**config.mk**
```make
export PLATFORM = sky130hd
export DESIGN_NAME = rgb_pwm_ctrl
export DESIGN_NICKNAME = d
export VERILOG_FILES = /design/src/rtl/rgb_pwm_ctrl.sv
export SDC_FILE = /design/constraint.sdc
export NUM_CORES = 1
export LEC_CHECK = 0
export CORE_MARGIN = 8
export CORE_UTILIZATION = 45
export DETAILED_ROUTE_END_ITERATION = 8
export GPL_TIMING_DRIVEN = 0
export PLACE_DENSITY_LB_ADDON = 0.15
export SYNTH_ARGS = -nofsm -noshare
export SYNTH_HDL_FRONTEND = slang
export SYNTH_SLANG_ARGS = --single-unit
export TNS_END_PERCENT = 5
```
**constraint.sdc**
```tcl
create_clock -name clk -period 2.23 [get_ports clk]
set_input_delay 0.3345 -clock clk [delete_from_list [all_inputs] [get_ports clk]]
set_output_delay 0.3345 -clock clk [all_outputs]
set_load 0.01 [all_outputs]
```
**src/rtl/rgb_pwm_ctrl.sv**
```systemverilog
`default_nettype none
// +---------------------------------------------------------------------------+
// | Module   : rgb_pwm_ctrl                                                   |
// | Brief    : 3-channel RGB PWM with shared prescaler, period-aligned updates|
// |            Optional macro RGB_PWM_GAMMA_EN squares duties on load.        |
// | Revision : 1.0  initial release                                           |
// +---------------------------------------------------------------------------+
module rgb_pwm_ctrl #(
  parameter int W          = 8,
  parameter int PRESCALE_W = 16
) (
  input  logic                  clk,
  input  logic                  rst_n,
  input  logic                  enable,
  input  logic [PRESCALE_W-1:0] prescale_div,
  input  logic                  cfg_valid,
  output logic                  cfg_ready,
  input  logic [W-1:0]          cfg_r,
  input  logic [W-1:0]          cfg_g,
  input  logic [W-1:0]          cfg_b,
  output logic                  led_r,
  output logic                  led_g,
  output logic                  led_b,
  output logic                  period_done
);

  localparam logic [W-1:0]          c_CNT_MAX = {W{1'b1}};
  localparam logic [W-1:0]          c_PWM_ONE = W'(1);
  localparam logic [PRESCALE_W-1:0] c_PRE_ONE = PRESCALE_W'(1);

  typedef enum logic [0:0] {
    ST_IDLE = 1'b0,
    ST_RUN  = 1'b1
  } state_t;

  state_t                r_state;
  logic [PRESCALE_W-1:0] r_pre_cnt;
  logic [W-1:0]          r_pwm_cnt;
  logic [W-1:0]          r_duty_r, r_duty_g, r_duty_b;
  logic [W-1:0]          r_pend_r, r_pend_g, r_pend_b;
  logic                  r_pend_full;
  logic                  r_wrap;

  logic w_tick;
  logic w_boundary;
  logic w_accept;

  assign w_tick     = (r_pre_cnt >= prescale_div);
  assign w_boundary = w_tick && (r_pwm_cnt == c_CNT_MAX);
  assign w_accept   = cfg_valid && !r_pend_full;
  assign cfg_ready  = !r_pend_full;

  function automatic logic [W-1:0] f_map(input logic [W-1:0] d);
`ifdef RGB_PWM_GAMMA_EN
    logic [2*W-1:0] prod;
    prod = {{W{1'b0}}, d} * {{W{1'b0}}, d};
    return prod[2*W-1:W];
`else
    return d;
`endif
  endfunction

  always_ff @(posedge clk or negedge rst_n) begin
    if (!rst_n) begin
      r_state     <= ST_IDLE;
      r_pre_cnt   <= '0;
      r_pwm_cnt   <= '0;
      r_duty_r    <= '0;
      r_duty_g    <= '0;
      r_duty_b    <= '0;
      r_pend_r    <= '0;
      r_pend_g    <= '0;
      r_pend_b    <= '0;
      r_pend_full <= 1'b0;
      r_wrap      <= 1'b0;
      led_r       <= 1'b0;
      led_g       <= 1'b0;
      led_b       <= 1'b0;
      period_done <= 1'b0;
    end else begin
      // Accept and load use opposite values of r_pend_full, so they never collide.
      if (w_accept) begin
        r_pend_r    <= cfg_r;
        r_pend_g    <= cfg_g;
        r_pend_b    <= cfg_b;
        r_pend_full <= 1'b1;
      end

      if (r_state == ST_IDLE) begin
        r_pre_cnt   <= '0;
        r_pwm_cnt   <= '0;
        r_wrap      <= 1'b0;
        led_r       <= 1'b0;
        led_g       <= 1'b0;
        led_b       <= 1'b0;
        period_done <= 1'b0;
        if (r_pend_full) begin
          r_duty_r    <= f_map(r_pend_r);
          r_duty_g    <= f_map(r_pend_g);
          r_duty_b    <= f_map(r_pend_b);
          r_pend_full <= 1'b0;
        end
        if (enable) begin
          r_state <= ST_RUN;
        end
      end else if (!enable) begin
        r_state     <= ST_IDLE;
        r_pre_cnt   <= '0;
        r_pwm_cnt   <= '0;
        r_wrap      <= 1'b0;
        led_r       <= 1'b0;
        led_g       <= 1'b0;
        led_b       <= 1'b0;
        period_done <= 1'b0;
      end else begin
        led_r       <= (r_pwm_cnt < r_duty_r);
        led_g       <= (r_pwm_cnt < r_duty_g);
        led_b       <= (r_pwm_cnt < r_duty_b);
        // Delayed by one so the pulse lines up with the first new-duty output.
        r_wrap      <= w_boundary;
        period_done <= r_wrap;
        if (w_tick) begin
          r_pre_cnt <= '0;
          r_pwm_cnt <= r_pwm_cnt + c_PWM_ONE;
        end else begin
          r_pre_cnt <= r_pre_cnt + c_PRE_ONE;
        end
        if (w_boundary && r_pend_full) begin
          r_duty_r    <= f_map(r_pend_r);
          r_duty_g    <= f_map(r_pend_g);
          r_duty_b    <= f_map(r_pend_b);
          r_pend_full <= 1'b0;
        end
      end
    end
  end

endmodule
`default_nettype wire

```
; ---- After elaboration in Yosys (flattened, before gate mapping)
; Index checks and enable logic that the tools add are counted.
[word_totals]
register_bits = 79
latch_bits = 0
mem_bits_rw = 0
mem_bits_ro = 0
inputBits = 44
output_inout_bits = 5
word_cells = 65
n_memories = 0
[op_classes]
addsub = 2
mul = 0
n_div = 0
n_lt_le_gt_ge = 4
n_eq_ne = 4
n_shift = 0
mux = 34
n_bitwise = 0
reduce_logical = 6
[ops]
columns = cell, count
row1 = 2-to-1 mux 8 bit, 15
row2 = 2-to-1 mux 16 bit, 3
row3 = less-than comparator 8 bit, 3
row4 = adder 16 x 1 -> 16 bit (second input constant), 1
row5 = >= comparator 16 bit, 1
row6 = 2-to-1 mux 1 bit, 16
row7 = adder 8 x 1 -> 8 bit (second input constant), 1
row8 = == test 8 bit (second input constant), 1
row9 = logical AND 1 bit, 3
row10 = != test 3 x 2 -> 1 bit (second input constant), 1
row11 = AND reduction 3 bit, 1
row12 = != test 2 x 1 -> 1 bit (second input constant), 1
row13 = != test 2 bit (second input constant), 1
row14 = nonzero test 2 bit, 1
row15 = zero test 1 bit, 1

; ---- Logic depth before layout (Yosys ltp)
[logic_depth]
depth_word = 6
mapped_depth = 10
ltp_nobuf = 8

; ---- Worst setup path before layout
; No wires, ideal clock.
[synth_path]
path_type = register -> register
from = reg r_pre_cnt[7]
to = reg r_duty_b[0]
setup_ps = 125
t_arrival_ps = 2333
t_required_ps = 2105
setup_slack_ps = -228
path_stages_with_launch = 10
n_path_buf = 2
cell_sequence = dfrtp_1 > ha_1 > a211oi_2 > nand3_1 > a31o_1 > a211oi_4 > o41a_1 > buf_6 > buf_12 > mux2_4
[synth_between]
elab_chain_cells = 5
[synth_lines]
columns = element, line_no
row1 = from (decl), 37  ; logic [PRESCALE_W-1:0] r_pre_cnt;
row2 = from (signal assigned), 126  ; r_pre_cnt <= r_pre_cnt + c_PRE_ONE;
row3 = >= comparator 16 bit, 48  ; assign w_tick = (r_pre_cnt >= prescale_div);
row4 = logical AND 1 bit, 49  ; assign w_boundary = w_tick && (r_pwm_cnt == c_CNT_MAX);
row5 = logical AND 1 bit, 128  ; if (w_boundary && r_pend_full) begin
row6 = != test 2 x 1 -> 1 bit (no source line), -
row7 = AND reduction 3 bit (no source line), -
row8 = to (signal assigned), 100  ; r_duty_b <= f_map(r_pend_b);
row9 = to (signal assigned), 131  ; r_duty_b <= f_map(r_pend_b);
row10 = to (decl), 39  ; logic [W-1:0] r_duty_r, r_duty_g, r_duty_b;
; Every way passes these cells.
; A chain may end at the register's enable or synchronous reset.

; ---- Worst setup path in the final report
[layout_path]
from = reg r_pre_cnt[7]
to = reg r_duty_g[5]
[layout_between]
elab_chain_cells = 5
[layout_lines]
columns = element, line_no
row1 = >= comparator 16 bit, 48
row2 = logical AND 1 bit, 49
row3 = logical AND 1 bit, 128
row4 = != test 2 x 1 -> 1 bit (no source line), -
row5 = AND reduction 3 bit (no source line), -
row6 = to (signal assigned), 99  ; r_duty_g <= f_map(r_pend_g);
row7 = to (signal assigned), 130  ; r_duty_g <= f_map(r_pend_g);
row8 = to (decl), 39
; Every way passes these cells.

==> results by group <==
GRT
  – Initial antenna violation count: 0
  – Largest net degree at the start of global routing: 55
  – GRT Total Usage: 14.2%
  – Vias in the first global route: 3081
  – GRT overflow: 0
  – Wire length of the first global-routing pass: 14500 um

Worst setup path
  – Arr. time, crit path: 2610 ps
  – CP Cell Sequence: ha_4, a211oi_2, nand3_1, a31o_1, a211oi_4, o41a_1, buf_6, buf_12, mux2_4
  – Nature of the critical path endpoint: flip-flop
  – Crit path max fanout: 10
  – Setup CP Type: reg -> reg
  – Required @ worst endpoint: 2470 ps
  – Slowest-stage cell, CP: dfrtp_2
  – Buf/Inv on CP: 2
  – Startpoint types: flip-flop
  – CP delay by family, top: compound AO/OA/AOI/OAI gates
  – Max incr delay on CP: 430 ps

Drt
  – Initial drt markers: 84
  – Via count: 2810
  – Drt pass-1 iters: 4
  – Total wire length: 8400 um
  – Routed vias/inst: 5.15
  – Routed len/inst: 15.4 um
  – Antenna Nets Post-Route: 0
  – # DRC: 0

Logic synthesis
  – Number of synthesized flops with an enable pin: 0
  – Share of Yosys cell area claimed by the top area cell type: 47.0%
  – Cell taking the most area after synthesis: dfrtp_1
  – Synth Register Bits: 79
  – Ranking of synthesized cells by area: dfrtp_1 (47%), ha_1 (12%), mux2_2 (7.5%)
  – Syn avg cell area: 11.7 sq um
  – Sequential cell area fraction in the yosys report: 47.0%
  – Yosys warnings: 0
  – Unique cell type count in the Yosys netlist: 43
  – Leading cell type by number of instances after synthesis: dfrtp_1
  – Synth Instances: 359
  – Post-synth ARST share: 100%
  – Synth Net Count: 442
  – Synthesized cell area: 0.00421 sq mm
  – Most instantiated cells after synthesis: dfrtp_1 (79), ha_1 (39), inv_1 (39)
  – Ys flop type: dfrtp_1

STA
  – Final setup viols: 25
  – Least-Margin Pin Slew: 587 ps
  – Layout Skew: 7.21 ps
  – RSZ-0062 raised after global routing: yes
  – Hold Fails Final Rpt: 0
  – Fmax: 422 MHz
  – Slew Limit Fails: 0
  – Final WS setup: -140 ps
  – Slew HR: 60.9%
  – Fin crit period: 2370 ps
  – Crit share post-route: 106%

Place
  – Port bufs: 48
  – Gp weighted congestion: 0.779
  – DP HPWL: 5890 um
  – Placed Cells: 519

Min path
  – Min-Delay Path Class: in -> async

Cells and area
  – Antenna Cells: 0
  – Layout area overhead: 25.6%
  – Non-filler cells, final: 546
  – Nets: 513
  – Layout cells sized above 1: 24.1%

Power
  – Maximum vdd drop: 457 uV
  – Pwr dens: 738 mW/mm^2
  – Design Power: 3900 uW
  – Leak: 0.00257 uW

Die
  – Core region area: 0.00915 sq mm
  – Die area: 0.0127 sq mm
  – Die width: 113 um
  – Top Ports: 49
  – Initial Util: 46.0%
  – Row count: 35
  – Die H: 113 um

CTS
  – H-tree depth: 3
  – CTS Root Cell: clkbuf_8
  – Clock Tree Buf Depth: 2
  – Clock sink count: 79
  – Later-pin clock latency in the skew report: 360 ps
  – CTS tree: built
  – CTS clock-pin slew for the worst setup and hold paths: 80 ps
  – Num CTS Buffers: 9

Run
  – Max Cap Violations: 0

Outcome
  – Status: finished with violations
  – Failing checks: negative setup slack
-- metal layers --
metal | vias up | share of wire [%] | global-route usage, % | wire [um]
met1 | 1357 | 46 | 17.0 | 3870
li1 | 1391 | - | - | -
met5 | - | 0 | 0 | 0
met4 | 0 | 1.8 | 5.85 | 155
met2 | 49 | 48 | 23.6 | 4010
met3 | 13 | 4.3 | 4.10 | 362
-- cell type report --
type	count	area, sq um
Fill cell	762	3870
Sequential cell	79	1980
Multi-Input combinational cell	231	2130
Timing Repair Buffer	60	616
Tap cell	111	139
Clock buffer	11	131
Buffer	10	86.3
Clock inverter	5	58.8
Inverter	39	146
-- worst reg2reg max path, cell delays in order, from the launching register on --
cell and delay, ps:
dfrtp_2 430, ha_4 260, a211oi_2 170, nand3_1 90
a31o_1 240, a211oi_4 250, o41a_1 200, buf_6 160
buf_12 150, mux2_4 300
-- cell families (layout without fill, tap and decap cells) --
kind of cell / count (synthesis) / after routing / share of synthesized area [%]
and+or+nand+nor: 83 / 83 / 10.5
DFF: 79 / 79 / 47.0
muxes: 50 / 50 / 15.1
buffers and inverters: 49 / 125 / 5.32
AOI/OAI and AO/OA: 44 / 44 / 7.43
adders and majority gates: 39 / 39 / 11.6
xor gates and xnor gates: 15 / 15 / 3.12
-- final timing paths --
check,startpoint,end,slack (ps),depth (start not counted)
setup reg to reg,r_pre_cnt[7],r_duty_g[5],-140,9
hold / removal,rst_n,r_pre_cnt[3],430,2
hold reg to reg,r_wrap,period_done,500,1
min in group clk,r_wrap,period_done,500,1
setup / recovery,r_pre_cnt[7],r_duty_g[5],-140,9
max in group asynchronous,rst_n,r_duty_r[7],1200,3
-- sequential cells by signal, indices dropped and copies added (netlist names) --
signal	flops
r_duty_g	8
r_pwm_cnt	8
r_wrap	1
r_pend_r	8
r_pre_cnt	16
led_b	1
r_state	1
r_duty_r	8
r_pend_b	8
r_pend_full	1
led_g	1
r_duty_b	8
r_pend_g	8
led_r	1
period_done	1
-- where the power goes --
group          switching, uW  internal [uW]  leakage (uW)
clock                    532            518     0.0000895
sequential               178           1730      0.000981
combinational            330            607       0.00150
-- through the flow --
| stage | setup WS, ps | hold slack (ps) | cell area, sq um | setup TNS [ps] | util, % |
|---|---|---|---|---|---|
| after floorplan | -136 | 38.9 | 4220 | -2840 | - |
| after global placement | -2000 | 471 | 4840 | -187300 | 52.9 |
| after detailed placement | -869 | 277 | 4870 | -33920 | 53.2 |
| after CTS | -167 | 422 | 5280 | -3420 | 57.6 |
| after global routing | -238 | 462 | 5290 | -5150 | 57.8 |
| final | -140 | 433 | 5290 | -2880 | 57.8 |
-- what timing repair did --
action | in CTS | in global routing
endpoints found under the setup margin | 42 | 40
hold endpoints to repair | 25 | 0
hold buffers | 1 | 0
resized for setup | 25 | 7
cloned | 1 | 0
buffers inserted | 9 | 0
pin swaps | 10 | 1
-- layout by cell type (no fill, tap or decap), types with 3 or more instances in the layout --
master and count:
a211oi_1 3, a21o_1 7, a21oi_1 9, and3_1 5, buf_4 9, buf_6 3
clkbuf_1 5, clkbuf_8 9, clkdlybuf4s50_1 45, dfrtp_1 77, ha_1 32, ha_4 6
inv_1 37, mux2_2 24, mux2_4 24, nand2_1 16, nand2b_1 7, nand3_1 11
nand4_1 5, nor2_1 19, nor4_1 4, o21ai_0 7, o311ai_0 3, or4_1 3
xnor2_1 6, xor2_1 9
Note: power is estimated with default switching activity, not from simulation.
